**src/rtl/darkbus_arbiter.sv**
```systemverilog
// darkbus_arbiter: shares one darkbus slave between two requesters (M0, M1).
// Round-robin arbitration with a registered grant, a per-owner burst limit
// applied only while the other master is waiting, and a slave timeout that
// completes the access with an error and ERR_DATA.
//
// A master that sees its valid pulse is assumed to keep en high when it has a
// further access queued. A master that has finished lowers en in the next
// cycle. The arbiter treats that cycle as the owner's release.

module darkbus_arbiter #(
   parameter int unsigned MAX_BURST = 4,
   parameter int unsigned TIMEOUT   = 16,
   parameter logic [31:0] ERR_DATA  = 32'hDEAD_BEEF
) (
   input  logic        XCLK,
   input  logic        XRES,

   input  logic        m0_en,
   input  logic        m0_rw,
   input  logic [3:0]  m0_be,
   input  logic [31:0] m0_addr,
   input  logic [31:0] m0_wdata,
   output logic [31:0] m0_rdata,
   output logic        m0_valid,
   output logic        m0_err,

   input  logic        m1_en,
   input  logic        m1_rw,
   input  logic [3:0]  m1_be,
   input  logic [31:0] m1_addr,
   input  logic [31:0] m1_wdata,
   output logic [31:0] m1_rdata,
   output logic        m1_valid,
   output logic        m1_err,

   output logic        s_en,
   output logic        s_rw,
   output logic [3:0]  s_be,
   output logic [31:0] s_addr,
   output logic [31:0] s_wdata,
   input  logic [31:0] s_rdata,
   input  logic        s_valid,

   output logic [1:0]  grant
);

   localparam int unsigned BW = $clog2(MAX_BURST + 1);
   localparam int unsigned TW = $clog2(TIMEOUT);

   // The state encoding doubles as the one-hot grant.
   typedef enum logic [1:0] {
      IDLE = 2'b00,
      OWN0 = 2'b01,
      OWN1 = 2'b10
   } state_t;

   state_t        state_q;
   logic          rr_q;        // 0: M0 preferred on a tie, 1: M1 preferred
   logic [BW-1:0] burst_q;     // completions in the current ownership, saturating
   logic [TW-1:0] tmo_q;       // owned cycles spent waiting for s_valid

   logic          own_en_s;
   logic          oth_en_s;
   logic          own_rw_s;
   logic [3:0]    own_be_s;
   logic [31:0]   own_addr_s;
   logic [31:0]   own_wdata_s;
   state_t        other_s;
   logic          tmo_hit_s;
   logic          done_s;
   logic          limit_s;
   logic [BW-1:0] burst_inc_s;
   logic [31:0]   resp_data_s;

   // Select the owning master's request and the competing master's request.
   always_comb begin
      own_en_s    = 1'b0;
      oth_en_s    = 1'b0;
      own_rw_s    = 1'b0;
      own_be_s    = 4'b0000;
      own_addr_s  = 32'h0000_0000;
      own_wdata_s = 32'h0000_0000;
      other_s     = IDLE;
      case (state_q)
         OWN0: begin
            own_en_s    = m0_en;
            oth_en_s    = m1_en;
            own_rw_s    = m0_rw;
            own_be_s    = m0_be;
            own_addr_s  = m0_addr;
            own_wdata_s = m0_wdata;
            other_s     = OWN1;
         end
         OWN1: begin
            own_en_s    = m1_en;
            oth_en_s    = m0_en;
            own_rw_s    = m1_rw;
            own_be_s    = m1_be;
            own_addr_s  = m1_addr;
            own_wdata_s = m1_wdata;
            other_s     = OWN0;
         end
         default: begin
            other_s = IDLE;
         end
      endcase
   end

   // The timeout cycle suppresses s_en, so a late s_valid in that cycle is
   // ignored. This also keeps s_en free of any path from s_valid.
   assign tmo_hit_s   = (state_q != IDLE) && (tmo_q == TW'(TIMEOUT - 1));
   assign done_s      = own_en_s && (tmo_hit_s || s_valid);
   assign limit_s     = (32'(burst_q) + 32'd1) >= 32'(MAX_BURST);
   assign burst_inc_s = (32'(burst_q) >= 32'(MAX_BURST)) ? burst_q : burst_q + BW'(1);
   assign resp_data_s = tmo_hit_s ? ERR_DATA : s_rdata;

   // Slave-side mux, gated by the registered grant, and the per-master
   // completion signals.
   always_comb begin
      s_en     = own_en_s && !tmo_hit_s;
      s_rw     = own_rw_s;
      s_be     = own_be_s;
      s_addr   = own_addr_s;
      s_wdata  = own_wdata_s;
      m0_valid = 1'b0;
      m0_err   = 1'b0;
      m0_rdata = 32'h0000_0000;
      m1_valid = 1'b0;
      m1_err   = 1'b0;
      m1_rdata = 32'h0000_0000;
      if (done_s && (state_q == OWN0)) begin
         m0_valid = 1'b1;
         m0_err   = tmo_hit_s;
         m0_rdata = resp_data_s;
      end else if (done_s && (state_q == OWN1)) begin
         m1_valid = 1'b1;
         m1_err   = tmo_hit_s;
         m1_rdata = resp_data_s;
      end else begin
         m0_valid = 1'b0;
         m1_valid = 1'b0;
      end
   end

   assign grant = state_q;

   // Ownership FSM with the round-robin pointer, burst and timeout counters.
   always_ff @(posedge XCLK or negedge XRES) begin
      if (!XRES) begin
         state_q <= IDLE;
         rr_q    <= 1'b0;
         burst_q <= '0;
         tmo_q   <= '0;
      end else begin
         case (state_q)
            IDLE: begin
               burst_q <= '0;
               tmo_q   <= '0;
               if (m0_en && (!m1_en || !rr_q)) begin
                  state_q <= OWN0;
               end else if (m1_en) begin
                  state_q <= OWN1;
               end else begin
                  state_q <= IDLE;
               end
            end
            OWN0, OWN1: begin
               if (!own_en_s) begin
                  // Owner released, possibly before completing its access.
                  burst_q <= '0;
                  tmo_q   <= '0;
                  state_q <= oth_en_s ? other_s : IDLE;
               end else if (done_s) begin
                  tmo_q <= '0;
                  rr_q  <= (state_q == OWN0);
                  if (oth_en_s && limit_s) begin
                     state_q <= other_s;
                     burst_q <= '0;
                  end else begin
                     state_q <= state_q;
                     burst_q <= burst_inc_s;
                  end
               end else begin
                  state_q <= state_q;
                  tmo_q   <= tmo_q + TW'(1);
               end
            end
            default: begin
               state_q <= IDLE;
               burst_q <= '0;
               tmo_q   <= '0;
            end
         endcase
      end
   end

endmodule

```
**config.mk**
```make
export PLATFORM = sky130hd
export DESIGN_NAME = darkbus_arbiter
export DESIGN_NICKNAME = d
export VERILOG_FILES = /design/src/rtl/darkbus_arbiter.sv
export SDC_FILE = /design/constraint.sdc
export NUM_CORES = 1
export LEC_CHECK = 0
export CAP_MARGIN = 20
export CORE_AREA = 2 2 121 123
export DETAILED_ROUTE_END_ITERATION = 7
export DIE_AREA = 0 0 123 125
export HOLD_SLACK_MARGIN = 0.15
export RECOVER_POWER = 25
export SLEW_MARGIN = 20
export SYNTH_ARGS = -nofsm -noshare
export SYNTH_HDL_FRONTEND = slang
export SYNTH_SLANG_ARGS = --single-unit
```
**constraint.sdc**
```tcl
create_clock -name XCLK -period 2.9 [get_ports XCLK]
set_input_delay 0.58 -clock XCLK [delete_from_list [all_inputs] [get_ports XCLK]]
set_output_delay 0.58 -clock XCLK [all_outputs]
set_load 0.1 [all_outputs]
```
==> reports/metrics.cfg <==
[grt]
met3_usage_pct=3.74
grt_util_met1_pct=20.1
grt_overflow=0
grt_max_degree=57
grtUsageMet2_pct=35.4
grt_pass1_wl_mm=21.1
gr-max-usage-layer=met2
grt_usage_pct=18.1
grt_pass1_vias=3527
grt_antenna_before_repair=0

[timing]
skew_ns=0.00149
holdWs_ns=0.461
fin_tns_setup_ns=-2.55
max_freq_mhz=334
max_slew_margin_pct=19.6
final-hold-violation-count=0
drv_slew=0
min_period_over_period_pct=103
tightestPinTransition_ns=1.21
rsz0062_at_grt=true
min_period_ns=3.00
setup_viol=42
finalWorstSetupSlack_ns=-0.0953

[setup_path]
startpoint_type=flop
cp_slowest_cell=or4b_4
end_kind=output pin
timing.rr.end=grant[0]$_DFFE_PN0P_
r2r_start=grant[1]$_DFFE_PN0P_
cp_cell_sequence=buf_4, ha_4, buf_4, or4b_4, buf_12, buf_16, nor2_4, buf_12
cp_max_fo=8
r2r_cells=8
cpPeakStageDelay_ns=0.58
reg2reg_slack_ns=0.61
cp_data_arrival_time_ns=2.42
required_ns=2.32
critical_path_class=reg2out

[cts]
clock_sinks=10
clkTransAtPathRegs_ns=0.04
clock_path_buffers=2
cts-htree-levels=1
cts_made_buffers=3
worstSkewPairLatency_ns=0.23
root_buffer=clkbuf_16
cts_tree=done

[layout]
drive_gt1_share_pct=56.1
antennaDiodeCount=0
area_growth_pct=301
stdcell_count=770
fill_cells=1186
seqCellArea_um2=258
multi_input_area_um2=1930
finalNetCount=768

[routing]
vias_per_cell=4.35
ant_nets=0
wirelength_mm=14.5
drc_errors=0
drt-pass1-iter-count=4
post_drt_wl_per_cell_um=18.9
num_vias=3350
drtIter0Drc=106

[hold_path]
hp-start=tmo_q[0]$_DFF_PN0_
hp-class=reg2reg
min_to=tmo_q[0]$_DFF_PN0_
hold_depth=1

[outcome]
violations=negative setup slack
status=finished, violations left

[die]
rows=44
io_pins=315
start_util_pct=13.2
die-area_um2=15400
die_y_um=125
dieWidth_um=123
core_um2=14200

[synthesis]
syn_inst=259
synth_area_um2=1880
synth_cell_types=34
syn_nets=440
ys.warnings.count=0
yosysSeqAreaShare_pct=13.3
synth.avg_cell_area_um2=7.26
synth-seq-cells=10

[placed_design]
placed_cells_incl_taps=750
io_buffers=314
hpwl_mm=12.5
routabilityCongestion=0.879

[pwr]
p_leak_nw=2.90
p_per_area_nw_per_um2=832
worst_ir_drop_vdd_uv=483

[run]
max_cap_viol_count=0

worst max-delay path by stage:
stage,startpoint,end,slack [ns]
6_report,grant[0]$_DFFE_PN0P_,m1_rdata[18],-0.1
5_1_grt,grant[0]$_DFFE_PN0P_,m1_rdata[23],-0.16
4_1_cts,grant[0]$_DFFE_PN0P_,m1_rdata[24],-0.12
3_5_place_dp,m1_en,m1_rdata[10],-0.14
3_3_place_gp,m1_en,m1_err,-0.1
2_1_floorplan,grant[0]$_DFFE_PN0P_,m1_rdata[22],-0.24
flip-flops by register name, summed over array words and instances (netlist names):
signal	flops
burst_q	3
grant	2
rr_q	1
tmo_q	4
per-layer routing:
layer	part of all wire [%]	vias to the layer above
li1	-	1592
met1	36	1544
met2	54	206
met3	9.2	8
met4	1.1	0
met5	0	-
power breakdown:
part | switching (mW) | internal, mW
Sequential | 0.0341 | 0.176
Clock | 0.0638 | 0.207
Combinational | 3.66 | 2.13
Total | 3.76 | 2.52
what timing repair did:
action,CTS,global route
gates cloned,5,0
hold buffers,0,0
setup buffers,8,3
endpoints found under the setup margin,34,38
pin swaps,12,6
gates resized for setup,9,4
synthesized netlist by cell type:
| cell | count | area, um2 |
|---|---|---|
| a22o_1 | 71 | 622 |
| nor2_1 | 67 | 251 |
| clkbuf_1 | 22 | 82.6 |
| nor2_2 | 17 | 106 |
| nor2_4 | 13 | 146 |
| dfrtp_1 | 10 | 250 |
| nand2_1 | 10 | 37.5 |
| inv_1 | 7 | 26.3 |
| ha_1 | 6 | 75.1 |
| a21oi_1 | 5 | 25.0 |
| buf_6 | 3 | 33.8 |
| and2_1 | 2 | 12.5 |
| nand2b_1 | 2 | 12.5 |
| nand4b_1 | 2 | 17.5 |
| o21ai_0 | 2 | 10.0 |
| o32ai_1 | 2 | 17.5 |
| a211oi_1 | 1 | 7.51 |
| a21boi_0 | 1 | 7.51 |
| a21o_1 | 1 | 7.51 |
| a22oi_1 | 1 | 7.51 |
| and4b_1 | 1 | 10.0 |
| buf_12 | 1 | 20.0 |
| buf_4 | 1 | 7.51 |
| nand2_2 | 1 | 6.26 |
| nand3_1 | 1 | 5.00 |
| nand4_1 | 1 | 6.26 |
| nor4_1 | 1 | 6.26 |
| o211ai_1 | 1 | 7.51 |
| o21a_1 | 1 | 7.51 |
| o311ai_0 | 1 | 8.76 |
| o31ai_1 | 1 | 7.51 |
| or4b_4 | 1 | 13.8 |
| xnor2_1 | 1 | 8.76 |
| xor2_1 | 1 | 8.76 |
kinds of logic after synthesis:
group                      count (synthesis)  synth area share, %
and+or+nand+nor                          119                 33.6
AOI/OAI and AO/OA                         88                 39.1
buffers and inverters                     34                 9.05
DFF                                       10                 13.3
adders and majority gates                  6                 3.99
xor gates and xnor gates                   2                0.932
stage by stage:
step | worst slack (ns) | instance area [um2] | total power, mW | utilization [%]
after floorplan | -0.243 | 2400 | 3.68 | -
after global placement | -0.0971 | 7180 | 5.87 | 50.6
after CTS | -0.123 | 7510 | 6.28 | 52.9
after global routing | -0.159 | 7540 | 6.46 | 53.1
final | -0.0953 | 7540 | 6.28 | 53.1
after detailed placement | -0.136 | 7180 | 5.91 | 50.6
placed cells by master (no fill, tap or decap), drive strengths merged, types with 2 or more instances in the layout:
master | netlist | routed
a21oi | 5 | 5
a22o | 71 | 71
and2 | 2 | 2
buf | 5 | 174
clkbuf | 22 | 5
clkdlybuf4s50 | 0 | 171
clkinvlp | 0 | 2
dfrtp | 10 | 10
dlygate4sd2 | 0 | 2
ha | 6 | 6
inv | 7 | 5
nand2 | 11 | 11
nand2b | 2 | 2
nand4b | 2 | 2
nor2 | 97 | 97
o21ai | 2 | 2
o32ai | 2 | 2
worst max-delay path: cells and delay by family, from the launching register on:
| kind | cells | cell delay [ns] |
|---|---|---|
| fa+ha+maj | 1 | 0.15 |
| flops | 1 | 0.50 |
| simple gates | 2 | 0.69 |
| buf+inv | 5 | 0.82 |
final cells by class:
cell class,instances,share of cell area (%)
inverters,7,0.514
well taps,184,3.05
clock buffers,4,1.18
multi-input cells,215,25.6
repair buffers,350,66.2
flip-flops and latches,10,3.42
No activity file was read; power rests on OpenSTA's default activity.
